[src/rtl/button_event_scheduler.sv]
// Latches button presses, generates hold-to-repeat events off a slow tick, and
// serialises all events to one valid/ready consumer with round-robin fairness.
module button_event_scheduler #(
  parameter int unsigned NUM_BTN      = 5,
  parameter int unsigned HOLD_TICKS   = 50,
  parameter int unsigned REPEAT_TICKS = 10,
  parameter int unsigned CNT_W        = 8,
  parameter int unsigned ID_W         = 3
) (
  input  logic               clk,
  input  logic               rst,
  input  logic               tick,
  input  logic [NUM_BTN-1:0] btn_pulse,
  input  logic [NUM_BTN-1:0] btn_level,
  output logic               evt_valid,
  input  logic               evt_ready,
  output logic [ID_W-1:0]    evt_id,
  output logic               evt_repeat,
  output logic [NUM_BTN-1:0] overrun,
  input  logic               overrun_clr
);

  localparam logic [CNT_W-1:0] HOLD_LAST = CNT_W'(HOLD_TICKS - 1);
  localparam logic [CNT_W-1:0] REP_LAST  = CNT_W'(REPEAT_TICKS - 1);

  typedef enum logic [1:0] {
    ST_IDLE,
    ST_HOLD,
    ST_REPEAT
  } hold_st_e;

  hold_st_e           st_q  [NUM_BTN];
  logic [CNT_W-1:0]   cnt_q [NUM_BTN];
  logic [NUM_BTN-1:0] fire;

  logic [NUM_BTN-1:0] pending_q, pending_d;
  logic [NUM_BTN-1:0] flag_q, flag_d;
  logic [NUM_BTN-1:0] ovr_q, ovr_d;
  logic [NUM_BTN-1:0] set_evt, set_rep;
  logic [NUM_BTN-1:0] sel, grant;
  logic [ID_W-1:0]    last_q, win;
  logic               found, load;

  logic               evt_valid_q;
  logic [ID_W-1:0]    evt_id_q;
  logic               evt_repeat_q;

  // Repeat fires on the terminal tick of the current phase while still held.
  always_comb begin
    fire = '0;
    for (int unsigned i = 0; i < NUM_BTN; i++) begin
      if (tick && btn_level[i]) begin
        if ((st_q[i] == ST_HOLD && cnt_q[i] == HOLD_LAST) ||
            (st_q[i] == ST_REPEAT && cnt_q[i] == REP_LAST)) begin
          fire[i] = 1'b1;
        end
      end
    end
  end

  always_ff @(posedge clk or posedge rst) begin
    if (rst) begin
      for (int unsigned i = 0; i < NUM_BTN; i++) begin
        st_q[i]  <= ST_IDLE;
        cnt_q[i] <= '0;
      end
    end else begin
      for (int unsigned i = 0; i < NUM_BTN; i++) begin
        if (st_q[i] != ST_IDLE && !btn_level[i]) begin
          st_q[i]  <= ST_IDLE;
          cnt_q[i] <= '0;
        end else if (btn_pulse[i]) begin
          st_q[i]  <= ST_HOLD;
          cnt_q[i] <= '0;
        end else if (fire[i]) begin
          st_q[i]  <= ST_REPEAT;
          cnt_q[i] <= '0;
        end else if (tick && st_q[i] != ST_IDLE) begin
          cnt_q[i] <= cnt_q[i] + 1'b1;
        end
      end
    end
  end

  assign set_evt = btn_pulse | fire;
  assign set_rep = fire & ~btn_pulse;
  assign load    = !evt_valid_q || evt_ready;

  // Two passes give the rotated search order: above last first, then wrap.
  always_comb begin
    found = 1'b0;
    win   = '0;
    sel   = '0;
    for (int unsigned j = 0; j < NUM_BTN; j++) begin
      if (!found && pending_q[j] && (ID_W'(j) > last_q)) begin
        found  = 1'b1;
        win    = ID_W'(j);
        sel[j] = 1'b1;
      end
    end
    for (int unsigned j = 0; j < NUM_BTN; j++) begin
      if (!found && pending_q[j] && (ID_W'(j) <= last_q)) begin
        found  = 1'b1;
        win    = ID_W'(j);
        sel[j] = 1'b1;
      end
    end
  end

  assign grant = sel & {NUM_BTN{load}};

  // A set on a channel being granted refills it with the new event's flag;
  // a set on a still-pending channel merges, keeping the older flag.
  always_comb begin
    pending_d = set_evt | (pending_q & ~grant);
    ovr_d     = (set_evt & pending_q & ~grant) | (ovr_q & {NUM_BTN{!overrun_clr}});
    flag_d    = flag_q;
    for (int unsigned i = 0; i < NUM_BTN; i++) begin
      if (set_evt[i] && (grant[i] || !pending_q[i])) begin
        flag_d[i] = set_rep[i];
      end
    end
  end

  always_ff @(posedge clk or posedge rst) begin
    if (rst) begin
      pending_q    <= '0;
      flag_q       <= '0;
      ovr_q        <= '0;
      last_q       <= ID_W'(NUM_BTN - 1);
      evt_valid_q  <= 1'b0;
      evt_id_q     <= '0;
      evt_repeat_q <= 1'b0;
    end else begin
      pending_q <= pending_d;
      flag_q    <= flag_d;
      ovr_q     <= ovr_d;
      if (load) begin
        if (found) begin
          evt_valid_q  <= 1'b1;
          evt_id_q     <= win;
          evt_repeat_q <= |(flag_q & sel);
          last_q       <= win;
        end else begin
          evt_valid_q <= 1'b0;
        end
      end
    end
  end

  assign evt_valid  = evt_valid_q;
  assign evt_id     = evt_id_q;
  assign evt_repeat = evt_repeat_q;
  assign overrun    = ovr_q;

endmodule

[config.mk]
export PLATFORM = sky130hd
export DESIGN_NAME = button_event_scheduler
export DESIGN_NICKNAME = d
export VERILOG_FILES = /design/src/rtl/button_event_scheduler.sv
export SDC_FILE = /design/constraint.sdc
export NUM_CORES = 1
export LEC_CHECK = 0
export BUFFER_PORTS_ARGS = -buffer_cell sky130_fd_sc_hd__buf_4
export CORE_MARGIN = 10
export CORE_UTILIZATION = 60
export DETAILED_ROUTE_END_ITERATION = 16
export PLACE_DENSITY = 0.8
export SKIP_CTS_REPAIR_TIMING = 1
export SLEW_MARGIN = 15
export SYNTH_ARGS = -nofsm -noshare
export SYNTH_HDL_FRONTEND = slang
export SYNTH_SLANG_ARGS = --single-unit
[constraint.sdc]
create_clock -name clk -period 3.94 [get_ports clk]
set_clock_uncertainty 0.15 [all_clocks]
set_input_delay 0.394 -clock clk [delete_from_list [all_inputs] [get_ports clk]]
set_output_delay 0.394 -clock clk [all_outputs]
set_load 0.02 [all_outputs]
==> impl_metrics.py <==
metrics = {
    "run_status": {
        "outcome": "finished, violations left",
        "violations": "negative hold slack",
    },
    "floorplan": {
        "die_height_um": 98.45,
        "design.die.area_um2": 9691,
        "num_rows": 28,
        "core_area_um2": 5956,
        "ioPinCount": 25,
        "initial_core_util_pct": 62.00,
        "fp.dieW_um": 98.45,
    },
    "yosys": {
        "ys_ff_latch": 71,
        "yosys_warnings": 0,
        "yosys.area.top_type": "dfrtp_1",
        "synth_top_cell_area_share_pct": 47.44,
        "synth.top_cells.by_area": "dfrtp_1, nor2_1, xor2_1",
        "yosysSeqAreaShare_pct": 48.15,
        "syn_inst": 391,
        "ys_types": 52,
        "synth_area_um2": 3692,
        "syn_area_per_cell_um2": 9.443,
        "synth_nets": 416,
    },
    "placement": {
        "io_buffers": 24,
        "hpwl_um": 5419,
        "dp_slack_ns": 1.729,
        "dpl_cell_area_um2": 3931,
        "gp_congestion": 0.8965,
    },
    "route": {
        "vias": 2878,
        "finalWirelength_um": 7477,
        "drt_first_pass_iters": 4,
        "dr_wl_met2_um": 3638,
        "drc": 0,
        "vias_per_cell": 5.756,
        "wl_per_cell_um": 14.95,
        "wirelength_met1_um": 3377,
        "postRouteAntennaNets": 0,
        "first_iter_violations": 157,
        "wl_met3_um": 324,
        "top_layer": "met4",
    },
    "global_routing": {
        "grt_start_max_net_pins": 40,
        "grt_pass1_vias": 2780,
        "grt_pass1_wl_um": 12950,
        "grt_use_total_pct": 15.96,
        "grt.overflow.total": 0,
        "antenna_found_initial": 0,
    },
    "clock_tree": {
        "path_clk_slew_ns": 0.07,
        "h-tree-depth": 3,
        "clk_latency_ns": 0.35,
        "cts_tree": "done",
        "cts-root-buf": "clkbuf_8",
        "cts_buffers": 9,
        "clk_path_buf_depth": 2,
        "cts_sinks": 71,
    },
    "sta": {
        "max_slew_margin_pct": 54.51,
        "max_freq_ghz": 0.4523,
        "slew_violations": 0,
        "holdWs_ns": -0.0009786,
        "setup_viol": 0,
        "hold_viol": 1,
        "rsz0062_at_grt": "false",
        "fin_crit_ns": 2.211,
        "setup_tns_ns": 0,
        "finalCritPeriodShare_pct": 56.11,
        "worst_slew_pin_slew_ns": 0.6813,
        "layout_setup_ws_ns": 1.729,
    },
    "finish": {
        "num_antenna_cells": 0,
        "final_nets": 445,
        "layout-drive-gt1-share_pct": 12.47,
        "layout_commonest_cell": "nor2_1",
        "design_area_um2": 4106,
        "area_growth_pct": 11.22,
        "most-common-layout-cells": "nor2_1, dfrtp_1, nand2_1, buf_4, a21oi_1",
        "final_util_pct": 68.95,
    },
    "run": {
        "cap_viol_max_count": 0,
    },
    "setup_path": {
        "critical_path_class": "register to register",
        "slowest_delay_ns": 0.55,
        "path_max_fanout": 8,
        "slowest_stage": "or4b_1",
        "arrival_ns": 2.28,
        "critical_path_required_ns": 4.01,
        "cp_cell_sequence": "or4b_1 > a2111oi_2 > nand2_1 > a21oi_1 > or2_1 > nor2_1",
        "cp_num_buf_inv": 0,
        "endpoint_kind": "register",
        "cp-start-kind": "register",
        "r2r_slack_ns": 1.73,
        "cp_top_family": "simple AND/OR/NAND/NOR gates",
    },
    "power_and_ir_drop": {
        "ir_worst_vdd_v": 0.0003494,
        "p_leak_uw": 0.001771,
        "power_density_nw_per_um2": 455.5,
    },
    "worst_hold_path": {
        "hp-class": "primary input to async pin",
    },
}
power by group:
part | switching (µW) | total [µW] | internal, µW | leakage, µW
Sequential | 93.4 | 891 | 798 | 0.000925
Combinational | 274 | 456 | 183 | 0.000750
Clock | 264 | 523 | 259 | 0.0000959
logic make-up after synthesis:
logic type      after synthesis  share of synthesized area, %
compound gates               73                         13.42
flops                        71                         48.15
buf+inv                      21                         2.575
xor+xnor                     33                         7.828
simple gates                183                         24.64
fa+ha+maj                    10                         3.389
worst paths after layout:
check,start,end,depth (start not counted)
min in group clk,btn_pulse[3],st_q[3]$_DFFE_PP0P_,2
setup reg to reg,cnt_q[12]$_DFFE_PP0P_,cnt_q[11]$_DFFE_PP0P_,6
max in group asynchronous,rst,flag_q[2]$_DFFE_PP0P_,3
hold reg to reg,evt_id[2]$_DFFE_PP0P_,evt_id[2]$_DFFE_PP0P_,2
hold / removal,rst,cnt_q[30]$_DFFE_PP0P_,2
setup / recovery,cnt_q[12]$_DFFE_PP0P_,cnt_q[11]$_DFFE_PP0P_,6
metrics by stage:
stage | cells | total power (µW)
floorplan | 391 | 1214
finish | 500 | 1870
detailed placement | 484 | 1358
CTS | 500 | 1885
global placement | 484 | 1342
global route | 500 | 1991
worst register-to-register path, delay by kind of cell (launching register included):
| family | cells | cell delay (ns) |
|---|---|---|
| simple gates | 4 | 1.03 |
| compound gates | 2 | 0.47 |
| flops | 1 | 0.44 |
synth_stat cells (all sizes together):
| master | instances |
|---|---|
| and3 | 5 |
| dfstp | 1 |
| nor4b | 5 |
| nand3b | 2 |
| o21ai | 18 |
| xor2 | 18 |
| nand3 | 9 |
| ha | 10 |
| nor2 | 73 |
| or3 | 3 |
| a21o | 2 |
| o22ai | 5 |
| nand4 | 7 |
| nand4b | 1 |
| or3b | 1 |
| o21bai | 2 |
| o211a | 1 |
| or4b | 3 |
| and2 | 3 |
| o21ba | 1 |
| o211ai | 1 |
| nor2b | 12 |
| nand2 | 38 |
| xnor2 | 15 |
| nand2b | 3 |
| or2 | 4 |
| a22oi | 1 |
| o21a | 5 |
| clkbuf | 2 |
| a31oi | 2 |
| nor4bb | 2 |
| inv | 14 |
| and4 | 3 |
| o31ai | 3 |
| nor3 | 7 |
| a2111oi | 4 |
| o221ai | 1 |
| buf | 5 |
| nand4bb | 2 |
| a2111o | 1 |
| a21oi | 21 |
| a211oi | 5 |
| dfrtp | 70 |
layout make-up:
class                           count  area (µm²)
Tap cell                           75       93.84
Sequential cell                    71        1778
Clock inverter                      4       20.02
Multi-Input combinational cell    299        1819
Timing Repair Buffer               25       187.7
Clock buffer                       12       155.1
Fill cell                         486        1849
Inverter                           14       52.55
flip-flops by register name, indices dropped and copies added, names as in the netlist:
register / count
evt_id: 1
overrun: 5
st_q: 10
cnt_q: 40
last_q: 3
pending_q: 5
flag_q: 5
evt_valid: 1
evt_repeat: 1
per-layer routing:
layer  track usage, %  vias up
met5                0        -
met3            4.120       13
met4            7.387        0
met1            20.16     1397
met2            25.01       55
li1                 -     1413
No activity file was read; power rests on OpenSTA's default activity.
